--- config.mk ---
export PLATFORM = sky130hd
export DESIGN_NAME = axis_frame_gen
export DESIGN_NICKNAME = d
export VERILOG_FILES = /design/src/rtl/axis_frame_gen_pkg.sv /design/src/rtl/axis_frame_gen_chan_sel.sv /design/src/rtl/axis_frame_gen.sv
export SDC_FILE = /design/constraint.sdc
export NUM_CORES = 1
export LEC_CHECK = 0
export CAP_MARGIN = 25
export CORE_ASPECT_RATIO = 1.5
export CORE_UTILIZATION = 40
export CTS_BUF_LIST = sky130_fd_sc_hd__clkbuf_4 sky130_fd_sc_hd__clkbuf_8
export DETAILED_ROUTE_END_ITERATION = 16
export GPL_TIMING_DRIVEN = 1
export PLACE_DENSITY = 0.7
export SLEW_MARGIN = 0
export SYNTH_ARGS = -nofsm -noshare
export SYNTH_HDL_FRONTEND = slang
export SYNTH_SLANG_ARGS = --single-unit
--- constraint.sdc ---
create_clock -name aclk -period 6 [get_ports aclk]
set_input_delay 1.2 -clock aclk [delete_from_list [all_inputs] [get_ports aclk]]
set_output_delay 1.2 -clock aclk [all_outputs]
set_load 0.02 [all_outputs]
--- src/rtl/axis_frame_gen_pkg.sv ---
// ============================================================================
//  axis_frame_gen_pkg
//  Shared FSM encoding, pattern field offsets and channel helper.
//  Revision: 1.0
// ============================================================================
`default_nettype none

package axis_frame_gen_pkg;

    typedef enum logic [1:0] {
        IDLE = 2'd0,
        SEND = 2'd1,
        GAP  = 2'd2,
        DONE = 2'd3
    } state_t;

    localparam int BEAT_LSB  = 0;
    localparam int CHAN_LSB  = 16;
    localparam int FRAME_LSB = 24;

    // Index of the lowest set bit; 0 when the mask is empty.
    function automatic logic [3:0] first_set(input logic [15:0] mask);
        logic [3:0] r_idx;
        r_idx = '0;
        for (int i = 15; i >= 0; i--) begin
            if (mask[i]) r_idx = 4'(i);
        end
        return r_idx;
    endfunction

endpackage

`default_nettype wire

--- src/rtl/axis_frame_gen_chan_sel.sv ---
// ============================================================================
//  axis_frame_gen_chan_sel
//  Registered round-robin tdest pointer over the set bits of a channel mask.
//  Revision: 1.0
// ============================================================================
`default_nettype none

module axis_frame_gen_chan_sel
    import axis_frame_gen_pkg::*;
#(
    parameter int NUM_CHANNELS = 4,
    parameter int DEST_WIDTH   = 4
) (
    input  logic                    clk,
    input  logic                    arstn,
    input  logic [NUM_CHANNELS-1:0] mask,
    input  logic                    load,
    input  logic                    advance,
    output logic [DEST_WIDTH-1:0]   chan
);

    logic [DEST_WIDTH-1:0] r_chan;
    logic [DEST_WIDTH-1:0] w_first;
    logic [DEST_WIDTH-1:0] w_above;
    logic                  w_above_found;

    assign w_first = DEST_WIDTH'(first_set(16'(mask)));

    // Lowest set bit strictly above the current channel; falls back to wrap.
    always_comb begin
        w_above       = '0;
        w_above_found = 1'b0;
        for (int j = NUM_CHANNELS - 1; j >= 0; j--) begin
            if (mask[j] && (j > int'(r_chan))) begin
                w_above       = DEST_WIDTH'(j);
                w_above_found = 1'b1;
            end
        end
    end

    always_ff @(posedge clk or negedge arstn) begin
        if (!arstn) begin
            r_chan <= '0;
        end else if (load) begin
            r_chan <= w_first;
        end else if (advance) begin
            r_chan <= w_above_found ? w_above : w_first;
        end
    end

    assign chan = r_chan;

endmodule

`default_nettype wire

--- src/rtl/axis_frame_gen.sv ---
// ============================================================================
//  axis_frame_gen
//  AXI4-Stream counter-pattern frame generator with round-robin tdest.
//  Optional: define AXIS_FRAME_GEN_TUSER_EN to add M_AXIS_tuser (frame index).
//  Revision: 1.0
// ============================================================================
`default_nettype none

module axis_frame_gen
    import axis_frame_gen_pkg::*;
#(
    parameter int DATA_WIDTH   = 32,
    parameter int NUM_CHANNELS = 4,
    parameter int DEST_WIDTH   = 4,
    parameter int LEN_WIDTH    = 16,
    parameter int GAP_WIDTH    = 16
) (
    input  logic                    aclk,
    input  logic                    arstn,
    input  logic                    start,
    input  logic                    stop,
    input  logic [LEN_WIDTH-1:0]    cfg_frame_len,
    input  logic [15:0]             cfg_num_frames,
    input  logic [GAP_WIDTH-1:0]    cfg_gap,
    input  logic [NUM_CHANNELS-1:0] cfg_chan_mask,
    output logic                    busy,
    output logic                    done,
    output logic [DATA_WIDTH-1:0]   M_AXIS_tdata,
    output logic [DATA_WIDTH/8-1:0] M_AXIS_tkeep,
    output logic                    M_AXIS_tlast,
    output logic [DEST_WIDTH-1:0]   M_AXIS_tdest,
    output logic                    M_AXIS_tvalid,
`ifdef AXIS_FRAME_GEN_TUSER_EN
    output logic [15:0]             M_AXIS_tuser,
`endif
    input  logic                    M_AXIS_tready
);

    state_t                  r_state;
    logic                    r_launch;
    logic [LEN_WIDTH-1:0]    r_len_m1;
    logic [15:0]             r_num;
    logic [GAP_WIDTH-1:0]    r_gap;
    logic [NUM_CHANNELS-1:0] r_mask;
    logic [LEN_WIDTH-1:0]    r_beat;
    logic [15:0]             r_frame;
    logic [GAP_WIDTH-1:0]    r_gap_cnt;
    logic                    r_stop_pend;
    logic                    r_busy;
    logic                    r_done;
    logic                    r_tvalid;
    logic                    r_tlast;

    logic                    w_hs;
    logic                    w_stop;
    logic                    w_last_frame;
    logic                    w_len_one;
    logic [LEN_WIDTH-1:0]    w_len_m1;
    logic [NUM_CHANNELS-1:0] w_sel_mask;
    logic                    w_load;
    logic                    w_advance;
    logic [DEST_WIDTH-1:0]   w_chan;
    logic [DATA_WIDTH-1:0]   w_tdata;

    assign w_hs         = r_tvalid & M_AXIS_tready;
    assign w_stop       = stop | r_stop_pend;
    assign w_last_frame = (r_num != 16'd0) && ((r_frame + 16'd1) == r_num);
    assign w_len_one    = (r_len_m1 == '0);
    assign w_len_m1     = (cfg_frame_len == '0) ? '0 : cfg_frame_len - LEN_WIDTH'(1);

    // Live mask is needed at start; afterwards only the latched copy counts.
    assign w_sel_mask   = (r_state == IDLE) ? cfg_chan_mask : r_mask;
    assign w_load       = (r_state == IDLE) && !r_launch && start;
    assign w_advance    = (r_state == SEND) && w_hs && r_tlast;

    axis_frame_gen_chan_sel #(
        .NUM_CHANNELS (NUM_CHANNELS),
        .DEST_WIDTH   (DEST_WIDTH)
    ) u_chan_sel (
        .clk     (aclk),
        .arstn   (arstn),
        .mask    (w_sel_mask),
        .load    (w_load),
        .advance (w_advance),
        .chan    (w_chan)
    );

    always_ff @(posedge aclk or negedge arstn) begin
        if (!arstn) begin
            r_state     <= IDLE;
            r_launch    <= 1'b0;
            r_len_m1    <= '0;
            r_num       <= '0;
            r_gap       <= '0;
            r_mask      <= '0;
            r_beat      <= '0;
            r_frame     <= '0;
            r_gap_cnt   <= '0;
            r_stop_pend <= 1'b0;
            r_busy      <= 1'b0;
            r_done      <= 1'b0;
            r_tvalid    <= 1'b0;
            r_tlast     <= 1'b0;
        end else begin
            r_done <= 1'b0;
            case (r_state)
                IDLE: begin
                    // Start is registered for one cycle before the first beat.
                    if (r_launch) begin
                        r_launch <= 1'b0;
                        if (r_mask == '0) begin
                            r_state <= DONE;
                            r_done  <= 1'b1;
                        end else begin
                            r_state  <= SEND;
                            r_busy   <= 1'b1;
                            r_tvalid <= 1'b1;
                            r_tlast  <= w_len_one;
                        end
                    end else if (start) begin
                        r_launch    <= 1'b1;
                        r_len_m1    <= w_len_m1;
                        r_num       <= cfg_num_frames;
                        r_gap       <= cfg_gap;
                        r_mask      <= cfg_chan_mask;
                        r_beat      <= '0;
                        r_frame     <= '0;
                        r_stop_pend <= 1'b0;
                    end
                end
                SEND: begin
                    if (stop) r_stop_pend <= 1'b1;
                    if (w_hs) begin
                        if (r_tlast) begin
                            r_frame <= r_frame + 16'd1;
                            r_beat  <= '0;
                            if (w_last_frame || w_stop) begin
                                r_state  <= DONE;
                                r_done   <= 1'b1;
                                r_busy   <= 1'b0;
                                r_tvalid <= 1'b0;
                                r_tlast  <= 1'b0;
                            end else if (r_gap != '0) begin
                                r_state   <= GAP;
                                r_gap_cnt <= r_gap - GAP_WIDTH'(1);
                                r_tvalid  <= 1'b0;
                                r_tlast   <= 1'b0;
                            end else begin
                                r_tlast <= w_len_one;
                            end
                        end else begin
                            r_beat  <= r_beat + LEN_WIDTH'(1);
                            r_tlast <= ((r_beat + LEN_WIDTH'(1)) == r_len_m1);
                        end
                    end
                end
                GAP: begin
                    if (stop) begin
                        r_state <= DONE;
                        r_done  <= 1'b1;
                        r_busy  <= 1'b0;
                    end else if (r_gap_cnt == '0) begin
                        r_state  <= SEND;
                        r_tvalid <= 1'b1;
                        r_tlast  <= w_len_one;
                    end else begin
                        r_gap_cnt <= r_gap_cnt - GAP_WIDTH'(1);
                    end
                end
                DONE: begin
                    r_state     <= IDLE;
                    r_stop_pend <= 1'b0;
                end
                default: r_state <= IDLE;
            endcase
        end
    end

    // Pattern fields are pure wiring of registers, so they hold under stall.
    always_comb begin
        w_tdata                    = '0;
        w_tdata[BEAT_LSB  +: 16]   = 16'(r_beat);
        w_tdata[CHAN_LSB  +: 8]    = 8'(w_chan);
        w_tdata[FRAME_LSB +: 8]    = r_frame[7:0];
    end

    assign busy          = r_busy;
    assign done          = r_done;
    assign M_AXIS_tdata  = w_tdata;
    assign M_AXIS_tkeep  = '1;
    assign M_AXIS_tlast  = r_tlast;
    assign M_AXIS_tdest  = w_chan;
    assign M_AXIS_tvalid = r_tvalid;
`ifdef AXIS_FRAME_GEN_TUSER_EN
    assign M_AXIS_tuser  = r_frame;
`endif

endmodule

`default_nettype wire

# == After elaboration in Yosys (flattened, before gate mapping) ==
# Cells that the tools add are included.
# op_classes
n_reduce_logical,31
n_eq_ne,21
bitwise_logic,3
muxes,75
magnitude_cmp,3
add_sub_neg,5
# op_table
cell,n
16-bit 2-to-1 mux,13
16-bit one-hot mux with 2 select lines,3
16-bit logical NOT,3
"16-bit by 1-bit subtractor with 16-bit output, second input constant",3
1-bit 2-to-1 mux,34
"16-bit by 1-bit adder with 16-bit output, second input constant",2
16-bit == test,2
16-bit nonzero test,2
4-bit 2-to-1 mux,7
2-bit 2-to-1 mux,12
"2-bit != test, second input constant",12
1-bit one-hot mux with 3 select lines,5
7-bit AND reduction,2
5-bit AND reduction,2
"2-bit by 4-bit greater-than comparator with 1-bit output, first input constant",2
1-bit logical AND,8
2-bit one-hot mux with 4 select lines,1
4-bit AND reduction,2
8-bit AND reduction,1
6-bit AND reduction,1
2-bit nonzero test,3
3-bit nonzero test,2
"2-bit == test, second input constant",2
"1-bit by 4-bit greater-than comparator with 1-bit output, first input constant",1
12 further kinds,13
# word_totals
ff_bits,112

# == Longest topological paths before layout ==
# Gate-level depths: netlist (run 1).
# logic_depth
ltp_word,9
ltp_mapped,16
ltp_nobuf,11

# == Cells and area by module ==
# From an unflattened synthesis (run 1), not the netlist that was laid out.
# unflattened
hier_cells,771
hier_area_um2,7069.3
# modules_own_cells
module,instances,area_per_inst_um2,cells_per_inst
axis_frame_gen,1,6905.4,752
axis_frame_gen_chan_sel,1,163.9,19

# == Worst setup path before layout (run 1) ==
# Ideal clock, no wire load.
# synth_timing
kind,flip-flop to flip-flop
start,register r_state[0]
end,register r_gap_cnt[14]
path_stages_with_launch,17
path_slack_ns,1.818
n_path_buf,5
setup_ns,0.072
t_required_ns,5.928
synth_period_minus_slack_ns,4.182
arrival_time_ns,4.111
cell_sequence,dfrtp_1 > inv_1 > ha_1 > clkbuf_1 > clkbuf_1 > clkbuf_1 > clkbuf_1 > buf_1 > mux2i_1 > ha_1 > o221a_2 > nor3b_1 > nor2b_1 > o21ai_0 > xor2_1 > a32o_1 > nor2_1
# synth_via
elab_chain_len,3
word_cells_on_any_way,11
classes_between,eq/ne: 8; mux: 1; reduce/logical: 2
# synth_rtl
element,line_no,rtl
from (decl),axis_frame_gen.sv:39,state_t r_state;
from (signal assigned),axis_frame_gen.sv:90,r_state <= IDLE;
from (signal assigned),axis_frame_gen.sv:112,r_state <= DONE;
from (signal assigned),axis_frame_gen.sv:115,r_state <= SEND;
2-bit == test / 2-bit by 1-bit == test with 1-bit output (equally long branches),axis_frame_gen.sv:106,case (r_state)
2-bit != test (no source line) (tied with other cells),-,
7-bit AND reduction (no source line),-,
to (signal assigned),axis_frame_gen.sv:145,r_gap_cnt <= r_gap - GAP_WIDTH'(1);
to (signal assigned),axis_frame_gen.sv:167,r_gap_cnt <= r_gap_cnt - GAP_WIDTH'(1);
to (decl),axis_frame_gen.sv:47,logic [GAP_WIDTH-1:0] r_gap_cnt;
# Parallel ways exist; a longest one is shown, timed or not.
# A chain may end at the register's enable or synchronous reset.

# == Worst setup path after layout (run 1) ==
# Same ends and word-level chain as after synthesis.

==> run_results.csv, run 1 <==
group,metric,value,unit
clock_tree,cts_setup_buffers,0,
route,antenna_left,0,
route,vias,6440,
clock_tree,cts_max_level,3,
place,gp_congestion,0.894,
floorplan,core_region_area,17300,um2
setup_path,endpoint,"r_gap_cnt[14]",
synthesis,yosysSeqAreaShare,0.389,
setup_path,cp_cell_sequence,"inv_1, ha_1, buf_4, nor3b_1, o221a_2, nor3b_1, nor2b_1, o21ai_0, xor2_1, a32o_1, nor2_1",
synthesis,synth_area,7080,um2
global_route,grt_max_degree,68,
timing,tightest_slew,0.884,ns
synthesis,synth_area_leaders,"dfrtp_1 (39%), nand2_1 (8.4%), o21ai_0 (5.2%)",
synthesis,synth_edf_count,0,
synthesis,synth_warnings,0,
floorplan,start_util,0.408,
setup_path,cp-end-kind,"flop",
route,dr.pass1.iters,5,
timing,slew_violations,0,
synthesis,ys.flop_type,"dfrtp_1",
setup_path,critPathRequiredTime,6.31,ns
synthesis,syn_inst,857,
setup_path,critPathSlowestCell,"nor3b_1",
clock_tree,cts_tree,"yes",
pwr,power_density,394,nW/um2
floorplan,die_h,165,um
synthesis,synth-seq-cells,110,
clock_tree,root_buffer,"clkbuf_8",
route,wl_per_cell,16.1,um
floorplan,io_pins,101,
synthesis,synth_top_area_frac,0.389,
cells_and_area,layout-drive-gt1-share,0.0417,
timing,relSlewSlack,0.411,
synthesis,avgSynthCellArea,8.26,um2
setup_path,slowest_delay,0.48,ns
setup_path,crit_top_cell,"nor3b_1",
cells_and_area,fin_nets,972,
place,dp_cells,1106,
pwr,power_leakage,3.51,nW
clock_tree,ctsResizeCount,0,
clock_tree,numCtsBuffers,9,
setup_path,arrival,3.93,ns
timing,finalHoldViolCount,0,
setup_path,path_class,"reg2reg",
setup_path,cp.buffers_inverters,2,
timing,setup_viol,0,
run,maxCapViolCount,0,
cells_and_area,area_growth,15.7,%
route,drt_iter0_drc,381,
clock_tree,hold_buffers,0,
route,drc,0,
floorplan,die_area,18200,um2
timing,period_needed,3.62,ns
timing,rsz0062_at_grt,"no",
clock_tree,cts_buffer_depth,2,
global_route,overflow,0,
global_route,grt_antenna_before_repair,0,
timing,fin_skew,0.0207,ns
clock_tree,path_clk_slew,0.11,ns
route,via_per_inst,5.73,
place,port-buffer-count,88,
clock_tree,worstSkewPairLatency,0.39,ns
synthesis,synth_top_area_cell,"dfrtp_1",
timing,finalCritPeriodShare,0.604,
setup_path,r2r_cells,11,
global_route,track_usage,0.201,
synthesis,yosysMostFrequentCell,"nand2_1",
pwr,vdd_drop_max,223,uV
status,status,"completed",
floorplan,die_width,111,um
clock_tree,clock-sinks,110,
worst_hold_path,min_path_type,"reg2reg",
place,hpwl,13000,um
floorplan,rows,59,
setup_path,start_kind,"flop",
synthesis,synthArstFlopShare,1.00,
route,routed_wl,18100,um
setup_path,r2r_slack,2.38,ns
cells_and_area,final_cell_count_no_fill,1124,
timing,fmax,276,MHz
timing,setup_tns,0,ns
setup_path,reg2reg_from,"r_state[0]",
setup_path,path_depth,11,
synthesis,synth_commonest_cells,"nand2_1 (159), dfrtp_1 (110), o21ai_0 (73), nor2_1 (64), xnor2_1 (38)",
global_route,grt_pass1_wl,30200,um
cells_and_area,insertedDiodeCount,0,
synthesis,ys_types,67,
setup_path,cp-startpoint,"r_state[0]",
setup_path,path_delay_family,"simple AND/OR/NAND/NOR gates",
global_route,first_global_vias,6032,
setup_path,worstReg2RegEnd,"r_gap_cnt[14]",
setup_path,critical_path.max_fanout,38,
==> registers in the layout (all words and copies together), names as in the netlist, 2 cells and up <==
signal and flops:
r_gap 16, r_mask 4, r_beat 16, r_len_m1 16, r_frame 16, u_chan_sel.chan 2, r_state 2, r_num 16
r_gap_cnt 16
==> per-stage QoR <==
step / setup WS [ns] / utilization / cell area (um2) / power (W) / hold WS [ns]
detailed placement: 2.14 / 0.459 / 7970 / 0.00277 / 0.490
global placement: 2.25 / 0.459 / 7970 / 0.00273 / 0.483
CTS: 2.33 / 0.470 / 8160 / 0.00323 / 0.518
global route: 2.02 / 0.472 / 8200 / 0.00348 / 0.557
finish: 2.38 / 0.472 / 8200 / 0.00323 / 0.513
floorplan: 1.82 / - / 7120 / 0.00234 / 0.466
==> kinds of logic (layout without fill, tap and decap cells) <==
logic type | count (synthesis) | count (layout) | share of synthesized area
other | 2 | 12 | 0.00106
xor gates and xnor gates | 63 | 63 | 0.0779
DFF | 110 | 110 | 0.389
AOI/OAI and AO/OA | 187 | 187 | 0.173
buffers and inverters | 84 | 128 | 0.0576
muxes | 14 | 14 | 0.0203
and+or+nand+nor | 388 | 388 | 0.265
adders and majority gates | 9 | 9 | 0.0159
==> cell type report <==
type | count | area, um2
tap | 213 | 267
inverter | 17 | 63.8
fill | 1688 | 9150
sequential | 110 | 2750
clock buffer | 9 | 124
timing repair buffer | 95 | 951
clock inverter | 7 | 70.1
multi-input combinational | 673 | 3970
==> placed cells by master (no fill, tap or decap), drive strengths merged, types with 15 or more instances in the layout <==
cell             n
nand2          159
nand2b          15
inv             19
nor4            32
nor2            64
clkdlybuf4s50   87
xnor2           38
a21oi           32
xor2            25
and3            16
nand3           21
dfrtp          110
o21ai           75
nor3            26
nand4           19
==> worst reg2reg max path: stages (launching register included) <==
cell and delay (ns):
dfrtp_1 0.44, inv_1 0.15, ha_1 0.40, buf_4 0.42, nor3b_1 0.29, o221a_2 0.29
nor3b_1 0.48, nor2b_1 0.39, o21ai_0 0.23, xor2_1 0.18, a32o_1 0.21, nor2_1 0.08
==> per-layer routing <==
metal	vias to the layer above	track usage	routed length, um
met4	0	0.0842	455
met5	-	0	0
li1	3126	-	-
met1	3090	0.247	7810
met2	192	0.353	9040
met3	32	0.0283	813
==> worst min path at each step <==
stage                           start          end  slack [ns]  cells after the start
after floorplan             r_mask[2]    r_mask[2]        0.47                      2
after CTS                   r_mask[0]    r_mask[0]        0.52                      2
final                       r_mask[0]    r_mask[0]        0.51                      2
after detailed placement    r_mask[0]    r_mask[0]        0.49                      2
after global routing      r_frame[15]  r_frame[15]        0.56                      1
after global placement      r_mask[0]    r_mask[0]        0.48                      2
==> power by group <==
part | internal (W) | switching (W) | total [W]
Clock | 0.000161 | 0.000284 | 0.000446
Sequential | 0.000983 | 0.000324 | 0.00131
Combinational | 0.000638 | 0.000835 | 0.00147
Total | 0.00178 | 0.00144 | 0.00323
Note: power is estimated with default switching activity, not from simulation.
==> run 2, diff against run 1 <==
==> constraint.sdc (replaced) <==
create_clock -name aclk -period 3.5 [get_ports aclk]
set_input_delay 0.7 -clock aclk [delete_from_list [all_inputs] [get_ports aclk]]
set_output_delay 0.7 -clock aclk [all_outputs]
set_load 0.02 [all_outputs]
==> run_results.csv, run 2 (synthesis results as in run 1) <==
group,metric,value,unit
route,routed_wl,18600,um
cells_and_area,area_growth,18.6,%
setup_path,path_class,"reg2reg",
clock_tree,cts_buffer_depth,2,
floorplan,die_area,18200,um2
cells_and_area,layout-drive-gt1-share,0.0664,
route,vias,6502,
global_route,grt_antenna_before_repair,0,
place,hpwl,13800,um
cells_and_area,final_cell_count_no_fill,1147,
floorplan,rows,59,
place,port-buffer-count,88,
place,gp_congestion,0.880,
timing,relSlewSlack,0.510,
clock_tree,root_buffer,"clkbuf_8",
setup_path,start_kind,"flop",
floorplan,io_pins,101,
pwr,vdd_drop_max,414,uV
setup_path,cp-end-kind,"flop",
timing,setup_tns,0,ns
pwr,power_leakage,3.64,nW
route,dr.pass1.iters,4,
place,placed_cell_area,8170,um2
setup_path,arrival,3.62,ns
setup_path,r2r_cells,11,
clock_tree,cts_max_level,3,
clock_tree,cts_tree,"yes",
route,drc,0,
route,drt_iter0_drc,281,
worst_hold_path,min_path_type,"in2async",
clock_tree,numCtsBuffers,9,
timing,finalCritPeriodShare,0.944,
setup_path,critical_path.max_fanout,9,
setup_path,reg2reg_from,"r_frame[1]",
route,via_per_inst,5.67,
timing,period_needed,3.31,ns
clock_tree,path_clk_slew,0.12,ns
cells_and_area,final_common_cell,"nand2_1",
timing,tightest_slew,0.733,ns
global_route,overflow,0,
setup_path,r2r_slack,0.19,ns
global_route,first_global_vias,6291,
timing,slew_violations,0,
timing,fmax,303,MHz
floorplan,die_width,111,um
route,antenna_left,0,
clock_tree,worstSkewPairLatency,0.40,ns
timing,fin_skew,0.0172,ns
run,maxCapViolCount,0,
floorplan,start_util,0.408,
setup_path,worstReg2RegEnd,"r_gap_cnt[4]",
global_route,track_usage,0.211,
floorplan,core_region_area,17300,um2
timing,setup_viol,0,
cells_and_area,utilization,0.484,
floorplan,die_h,165,um
route,wl_per_cell,16.2,um
clock_tree,clock-sinks,110,
timing,finalHoldViolCount,0,
global_route,grt_pass1_wl,31100,um
cells_and_area,finalInstanceArea,8390,um2
pwr,power_density,682,nW/um2
place,dp_cells,1130,
cells_and_area,final_cell_mix,"nand2_1 (158), dfrtp_1 (110), clkdlybuf4s50_1 (87)",
setup_path,critPathRequiredTime,3.81,ns
status,status,"completed",
cells_and_area,fin_nets,995,
cells_and_area,insertedDiodeCount,0,
global_route,grt_max_degree,47,
==> run 2: cell count changes in the layout (fill, tap and decap cells not counted), sizes merged <==
| cell | change |
|---|---|
| buf | +23 |
| bufinv | +1 |
| clkbuf | +1 |
| clkinv | -2 |
| clkinvlp | -1 |
| inv | +1 |
==> run 2: cell type report <==
class	instances	area, um2
well taps	213	267
clock inverters	6	76.3
flip-flops and latches	110	2750
inverters	17	63.8
multi-input cells	673	3970
clock buffers	10	138
fillers	1689	8950
repair buffers	118	1120
==> run 2: how the worst max path moves through the flow <==
stage / startpoint / to / slack, ns / cells after the start
final: r_frame[1] / r_gap_cnt[4] / 0.19 / 11
after global routing: r_frame[1] / r_gap_cnt[4] / -0.02 / 11
after CTS: r_frame[1] / r_gap_cnt[4] / 0.11 / 10
after detailed placement: r_frame[1] / r_gap_cnt[4] / 0.13 / 10
after global placement: r_frame[1] / r_gap_cnt[0] / 0.17 / 8
after floorplan: r_state[0] / r_gap_cnt[14] / 0.0005 / 16
==> run 2: what timing repair did <==
action | in CTS | in global routing
hold buffers | 0 | 0
gates resized for setup | 0 | 0
endpoints found under the setup margin | 0 | 12
setup buffers | 0 | 1
==> run 2: through the flow <==
step / power (W) / worst slack (ns) / hold WS (ns)
after floorplan: 0.00403 / 0.000494 / 0.404
after global placement: 0.00485 / 0.170 / 0.493
after detailed placement: 0.00489 / 0.128 / 0.498
after CTS: 0.00577 / 0.109 / 0.298
after global routing: 0.00620 / -0.0153 / 0.332
final: 0.00573 / 0.195 / 0.282
==> run 2: metal layers <==
metal | GRT usage | up-vias | routed length, um
met4 | 0.102 | 0 | 587
met2 | 0.385 | 182 | 9680
met1 | 0.240 | 3114 | 7500
met3 | 0.0330 | 42 | 818
met5 | 0 | - | 0
li1 | - | 3164 | -
==> run 2: power breakdown <==
group / switching, W / internal [W] / total (W)
registers: 0.000567 / 0.00169 / 0.00225
clock network: 0.000476 / 0.000363 / 0.000839
logic: 0.00147 / 0.00116 / 0.00263
==> run 2: critical path, cell delays in order, from the launching register on <==
cell and delay [ns]:
dfrtp_1 0.43, ha_1 0.23, nand2_1 0.16, or4_1 0.51, a222oi_1 0.45, o2111ai_1 0.25
nor4_4 0.29, buf_4 0.18, nor4b_2 0.08, buf_4 0.20, a32o_1 0.21, a211oi_1 0.21
